### src/rtl/pll_reconfig_ctrl.sv
// PLL reconfiguration sequencer: powerdown, DRI divider writes,
// release and lock qualification with retry and loss-of-lock monitor.
module pll_reconfig_ctrl #(
  parameter int unsigned PD_CYCLES    = 16,
  parameter int unsigned LOCK_STABLE  = 64,
  parameter int unsigned LOCK_TIMEOUT = 65535,
  parameter int unsigned DRI_TIMEOUT  = 255,
  parameter int unsigned MAX_RETRY    = 3,
  parameter logic [7:0]  ADDR_RFDIV   = 8'h08,
  parameter logic [7:0]  ADDR_FBINT   = 8'h0C,
  parameter logic [7:0]  ADDR_DIV0    = 8'h20
) (
  input  logic        clk,
  input  logic        resetn,
  input  logic        cfg_req,
  input  logic [5:0]  cfg_rfdiv,
  input  logic [11:0] cfg_fbint,
  input  logic [6:0]  cfg_div0,
  output logic        cfg_busy,
  output logic        cfg_done,
  output logic        cfg_err,
  output logic [1:0]  cfg_err_code,
  output logic        lock_lost,
  output logic        pll_locked,
  output logic        pll_powerdown_n,
  input  logic        pll_lock,
  output logic        dri_sel,
  output logic        dri_wen,
  output logic [7:0]  dri_addr,
  output logic [31:0] dri_wdata,
  input  logic        dri_ready
);

  typedef enum logic [2:0] {
    IDLE, PWRDN, WR_RFDIV, WR_FBINT,
    WR_DIV0, RELEASE, WAIT_LOCK, FAIL
  } state_t;

  localparam logic [15:0] PD_LAST  = 16'(PD_CYCLES - 1);
  localparam logic [15:0] STB_LAST = 16'(LOCK_STABLE - 1);
  localparam logic [15:0] LT_LAST  = 16'(LOCK_TIMEOUT - 1);
  localparam logic [15:0] DRI_LAST = 16'(DRI_TIMEOUT - 1);
  localparam logic [2:0]  RETRY_MAX = 3'(MAX_RETRY);

  state_t      state, state_n;
  logic [1:0]  sync;
  logic        lock_s;
  logic [15:0] cnt, cnt_n;
  logic [15:0] stable, stable_n;
  logic [2:0]  retry, retry_n;
  logic [5:0]  rfdiv_q, rfdiv_n;
  logic [11:0] fbint_q, fbint_n;
  logic [6:0]  div0_q, div0_n;
  logic        busy_n, done_n, err_n, lost_n;
  logic        locked_n, pdn_n, sel_n, wen_n;
  logic [1:0]  code_n;
  logic [7:0]  addr_n;
  logic [31:0] wdata_n;
  state_t      wr_next;
  logic [7:0]  wr_addr;
  logic [31:0] wr_data;

  assign lock_s = sync[1];

  always_ff @(posedge clk or negedge resetn) begin
    if (!resetn) begin
      sync            <= '0;
      state           <= IDLE;
      cnt             <= '0;
      stable          <= '0;
      retry           <= '0;
      rfdiv_q         <= '0;
      fbint_q         <= '0;
      div0_q          <= '0;
      cfg_busy        <= 1'b0;
      cfg_done        <= 1'b0;
      cfg_err         <= 1'b0;
      cfg_err_code    <= 2'd0;
      lock_lost       <= 1'b0;
      pll_locked      <= 1'b0;
      pll_powerdown_n <= 1'b1;
      dri_sel         <= 1'b0;
      dri_wen         <= 1'b0;
      dri_addr        <= '0;
      dri_wdata       <= '0;
    end else begin
      sync            <= {sync[0], pll_lock};
      state           <= state_n;
      cnt             <= cnt_n;
      stable          <= stable_n;
      retry           <= retry_n;
      rfdiv_q         <= rfdiv_n;
      fbint_q         <= fbint_n;
      div0_q          <= div0_n;
      cfg_busy        <= busy_n;
      cfg_done        <= done_n;
      cfg_err         <= err_n;
      cfg_err_code    <= code_n;
      lock_lost       <= lost_n;
      pll_locked      <= locked_n;
      pll_powerdown_n <= pdn_n;
      dri_sel         <= sel_n;
      dri_wen         <= wen_n;
      dri_addr        <= addr_n;
      dri_wdata       <= wdata_n;
    end
  end

  // Follow-on write for each DRI state; DIV0 hands over to RELEASE.
  always_comb begin
    wr_next = RELEASE;
    wr_addr = '0;
    wr_data = '0;
    case (state)
      WR_RFDIV: begin
        wr_next = WR_FBINT;
        wr_addr = ADDR_FBINT;
        wr_data = {20'd0, fbint_q};
      end
      WR_FBINT: begin
        wr_next = WR_DIV0;
        wr_addr = ADDR_DIV0;
        wr_data = {25'd0, div0_q};
      end
      default: ;
    endcase
  end

  always_comb begin
    state_n  = state;
    cnt_n    = (cnt == 16'hFFFF) ? cnt : cnt + 16'd1;
    stable_n = stable;
    retry_n  = retry;
    rfdiv_n  = rfdiv_q;
    fbint_n  = fbint_q;
    div0_n   = div0_q;
    busy_n   = cfg_busy;
    done_n   = 1'b0;
    lost_n   = 1'b0;
    err_n    = cfg_err;
    code_n   = cfg_err_code;
    locked_n = pll_locked;
    pdn_n    = pll_powerdown_n;
    sel_n    = dri_sel;
    wen_n    = dri_wen;
    addr_n   = dri_addr;
    wdata_n  = dri_wdata;
    unique case (state)
      IDLE: begin
        cnt_n = '0;
        if (cfg_req) begin
          rfdiv_n  = cfg_rfdiv;
          fbint_n  = cfg_fbint;
          div0_n   = cfg_div0;
          err_n    = 1'b0;
          code_n   = 2'd0;
          retry_n  = '0;
          locked_n = 1'b0;
          busy_n   = 1'b1;
          pdn_n    = 1'b0;
          state_n  = PWRDN;
        end else if (pll_locked && !lock_s) begin
          locked_n = 1'b0;
          lost_n   = 1'b1;
        end
      end
      PWRDN: begin
        if (cnt == PD_LAST) begin
          state_n = WR_RFDIV;
          cnt_n   = '0;
          addr_n  = ADDR_RFDIV;
          wdata_n = {26'd0, rfdiv_q};
        end
      end
      WR_RFDIV, WR_FBINT, WR_DIV0: begin
        // First cycle in each write state keeps the request low.
        if (!dri_sel) begin
          sel_n = 1'b1;
          wen_n = 1'b1;
          cnt_n = '0;
        end else if (dri_ready) begin
          sel_n   = 1'b0;
          wen_n   = 1'b0;
          cnt_n   = '0;
          state_n = wr_next;
          addr_n  = wr_addr;
          wdata_n = wr_data;
          if (wr_next == RELEASE) begin
            pdn_n    = 1'b1;
            stable_n = '0;
          end
        end else if (cnt == DRI_LAST) begin
          sel_n   = 1'b0;
          wen_n   = 1'b0;
          addr_n  = '0;
          wdata_n = '0;
          cnt_n   = '0;
          err_n   = 1'b1;
          code_n  = 2'd1;
          busy_n  = 1'b0;
          pdn_n   = 1'b1;
          state_n = FAIL;
        end
      end
      RELEASE: begin
        cnt_n    = '0;
        stable_n = '0;
        state_n  = WAIT_LOCK;
      end
      WAIT_LOCK: begin
        if (lock_s)
          stable_n = (stable == 16'hFFFF) ? stable : stable + 16'd1;
        else
          stable_n = '0;
        if (lock_s && stable == STB_LAST) begin
          locked_n = 1'b1;
          done_n   = 1'b1;
          busy_n   = 1'b0;
          cnt_n    = '0;
          state_n  = IDLE;
        end else if (cnt == LT_LAST) begin
          cnt_n = '0;
          if (retry < RETRY_MAX) begin
            retry_n = retry + 3'd1;
            pdn_n   = 1'b0;
            state_n = PWRDN;
          end else begin
            err_n   = 1'b1;
            code_n  = 2'd2;
            busy_n  = 1'b0;
            pdn_n   = 1'b1;
            state_n = FAIL;
          end
        end
      end
      FAIL: begin
        cnt_n   = '0;
        state_n = IDLE;
      end
    endcase
  end

endmodule

### config.mk
export PLATFORM = sky130hd
export DESIGN_NAME = pll_reconfig_ctrl
export DESIGN_NICKNAME = d
export VERILOG_FILES = /design/src/rtl/pll_reconfig_ctrl.sv
export SDC_FILE = /design/constraint.sdc
export NUM_CORES = 1
export LEC_CHECK = 0
export CORE_UTILIZATION = 55
export CTS_CLUSTER_SIZE = 25
export DETAILED_ROUTE_END_ITERATION = 16
export HOLD_SLACK_MARGIN = 0.08
export PLACE_DENSITY_LB_ADDON = 0.3
export SETUP_SLACK_MARGIN = 0.1
export SLEW_MARGIN = 10
export SYNTH_ARGS = -nofsm -noshare
export SYNTH_HDL_FRONTEND = slang
export SYNTH_SLANG_ARGS = --single-unit
### constraint.sdc
create_clock -name clk -period 5.3 [get_ports clk]
set_input_delay 0.795 -clock clk [delete_from_list [all_inputs] [get_ports clk]]
set_output_delay 0.795 -clock clk [all_outputs]
set_load 0.1 [all_outputs]
==> out/qor.yml <==
hp-class: "in -> async"
die_width_microns: 94.4
cpMostUsedCell: "nor3_1"
final_nets: 592
drc: 0
setup_violations: 0
crit_type: "reg -> reg"
ys_warn_count: 0
antenna_cells: 0
avgViaCountPerCell: 5.65
cts_root_buffer: "clkbuf_8"
period_share: 0.570
n_fill_cell: 684
multi_input_comb_area_sq_um: 2210
ios: 80
rsz0062_at_grt: "false"
cpLargestDelayFamily: "compound AO/OA/AOI/OAI gates"
place_congestion: 0.901
detail-route-antenna-nets: 0
grtUsageTotal: 0.242
wl_per_cell_microns: 15.0
synthCells: 510
layout-drive-gt1-share: 0.0657
ys.flop_type: "dfrtp_1"
synth_top_area_frac: 0.474
clockBufferDepth: 2
syn2layout_area_growth_pct: 16.4
cts_tree: "yes"
finalMaxSlewViolations: 0
rows: 33
cts_sinks: 90
syn-cell-area_sq_um: 4700
fin_skew_ns: 0.00823
fin_area_sq_um: 5470
core_sq_um: 8260
p_leak_uw: 0.00249
dpl.hpwl_microns: 6890
grt_pass1_vias: 3510
initial_core_util: 0.569
tightestPinTransition_ns: 1.01
die_area_sq_um: 8920
grt_pass1_wl_microns: 16700
required_ns: 5.52
outcome: "finished clean"
ir_drop_mv: 0.528
cts.clk_slew.worst_paths_ns: 0.09
dr.pass1.iters: 5
worstSkewPairLatency_ns: 0.35
ctsHoldBuffers: 0
path_buf_inv: 0
synth_area_leaders: "dfrtp_1, nand2_1, buf_4"
yosysTopAreaCell: "dfrtp_1"
synth_edf_count: 0
finalCriticalPeriod_ns: 3.02
vias: 3776
syn_avg_cell_area_sq_um: 9.21
die_h_microns: 94.4
synth.most_common_cell: "nand2_1"
placed_area_sq_um: 5210
netlist_top_cells_count: "nand2_1, dfrtp_1, nor2_1"
maxCapViolations: 0
wl_microns: 10000
p_per_area_nw_per_um2: 582
yosys.cell_types.count: 65
antenna_found_initial: 0
grt_start_max_net_pins: 91
hold_viol: 0
ys_ff_latch: 90
tns_ns: 0
io_buffers: 54
first_iter_violations: 215
final-seq-area_sq_um: 2250
worstSetupEndpointType: "flip-flop"
cpPeakStageDelay_ns: 0.95
cp_slowest_cell: "dfrtp_1"
crit_chain: "nor2b_1 -> a21oi_1 -> nor3_1 -> a211oi_4 -> nor3_1"
worstPathArrival_ns: 3.24
cts_resized: 0
overflow: 0
cts_buffers: 9
path_max_fanout: 24
cp-start-kind: "flip-flop"
slew_headroom: 0.325
synthArstFlopShare: 1.00
cts_setup_buffers: 0
ys_seq_area_frac: 0.480
cts_max_level: 3
holdWs_ns: 0.355
max_freq_mhz: 331
path summary, 6_finish.rpt:
| kind | start | end | slack (ns) | depth (start not counted) |
|---|---|---|---|---|
| worst min-delay path | resetn | stable[11] | 0.35 | 1 |
| worst min register to register | sync[0] | sync[1] | 0.36 | 0 |
| min in group clk | sync[0] | sync[1] | 0.36 | 0 |
| worst max register to register | state[0] | cnt[2] | 2.28 | 5 |
| max in group asynchronous | resetn | dri_sel | 4.32 | 2 |
| worst max-delay path | state[0] | cnt[2] | 2.28 | 5 |
flip-flops by register name (all words and copies together), names as in the netlist, 2 cells and up:
signal and count:
cfg_err_code 2, fbint_q 12, dri_addr 3, sync 2
dri_wdata 12, rfdiv_q 6, stable 16, state 3
div0_q 7, cnt 16, retry 3
per-layer routing:
| layer | GRT usage | wire length (microns) | up-vias |
|---|---|---|---|
| met5 | 0 | 0 | - |
| met4 | 0.0872 | 181 | 0 |
| met3 | 0.0395 | 473 | 18 |
| met2 | 0.389 | 4900 | 127 |
| met1 | 0.331 | 4470 | 1808 |
| li1 | - | - | 1823 |
cell type report:
type | count | share of cell area
well taps | 105 | 0.0240
repair buffers | 57 | 0.106
multi-input cells | 384 | 0.404
inverters | 16 | 0.0110
clock inverters | 6 | 0.0192
flip-flops and latches | 90 | 0.412
clock buffers | 10 | 0.0233
placed cells by master (no fill, tap or decap), types with 3 or more instances in the layout:
cell             Yosys  routed
nand2_1            115     115
dfrtp_1             89      89
clkdlybuf4s50_1      0      53
nor2_1              37      37
o21ai_0             30      30
conb_1               1      25
inv_1               16      16
a21oi_1             15      15
nor3_1              13      13
mux2i_1             12      12
mux2_1              11      11
nand3_1             11      11
xnor2_1              9       9
clkbuf_8             0       9
nand4_1              8       8
nor4_1               7       7
o21ai_1              5       5
a31oi_1              5       5
nor2b_1              5       5
and3_1               5       5
or4_1                4       4
ha_1                 4       4
or4_4                3       3
nor3b_1              3       3
a2111oi_0            3       3
a211oi_1             3       3
o211ai_1             3       3
o21a_1               3       3
o31ai_1              3       3
bufinv_16            0       3
clkinv_2             0       3
buf_4               26       3
per-stage QoR:
stage                     setup WS, ns  total power, uW  std cells  utilization
after floorplan                   2.49             2280        534            -
after global placement            2.30             2590        651        0.631
after detailed placement          2.24             2640        651        0.631
after CTS                         2.30             3190        667        0.659
after global routing              2.00             3350        668        0.662
final                             2.28             3180        668        0.662
power by group:
group / switching [uW] / total, uW / internal [uW] / leakage (uW)
clock: 239 / 550 / 311 / 0.000120
combinational: 1100 / 1560 / 459 / 0.00120
sequential: 185 / 1070 / 884 / 0.00118
kinds of logic after synthesis:
kind of cell             count (synthesis)  synth area share
AND/OR/NAND/NOR                        230             0.239
AO/OA/AOI/OAI                           90             0.126
flip-flops                              90             0.480
buffers and inverters                   60            0.0690
multiplexers                            24            0.0543
XOR/XNOR                                11            0.0205
adder cells (fa/ha/maj)                  4            0.0107
other                                    1          0.000798
Note: power is estimated with default switching activity, not from simulation.
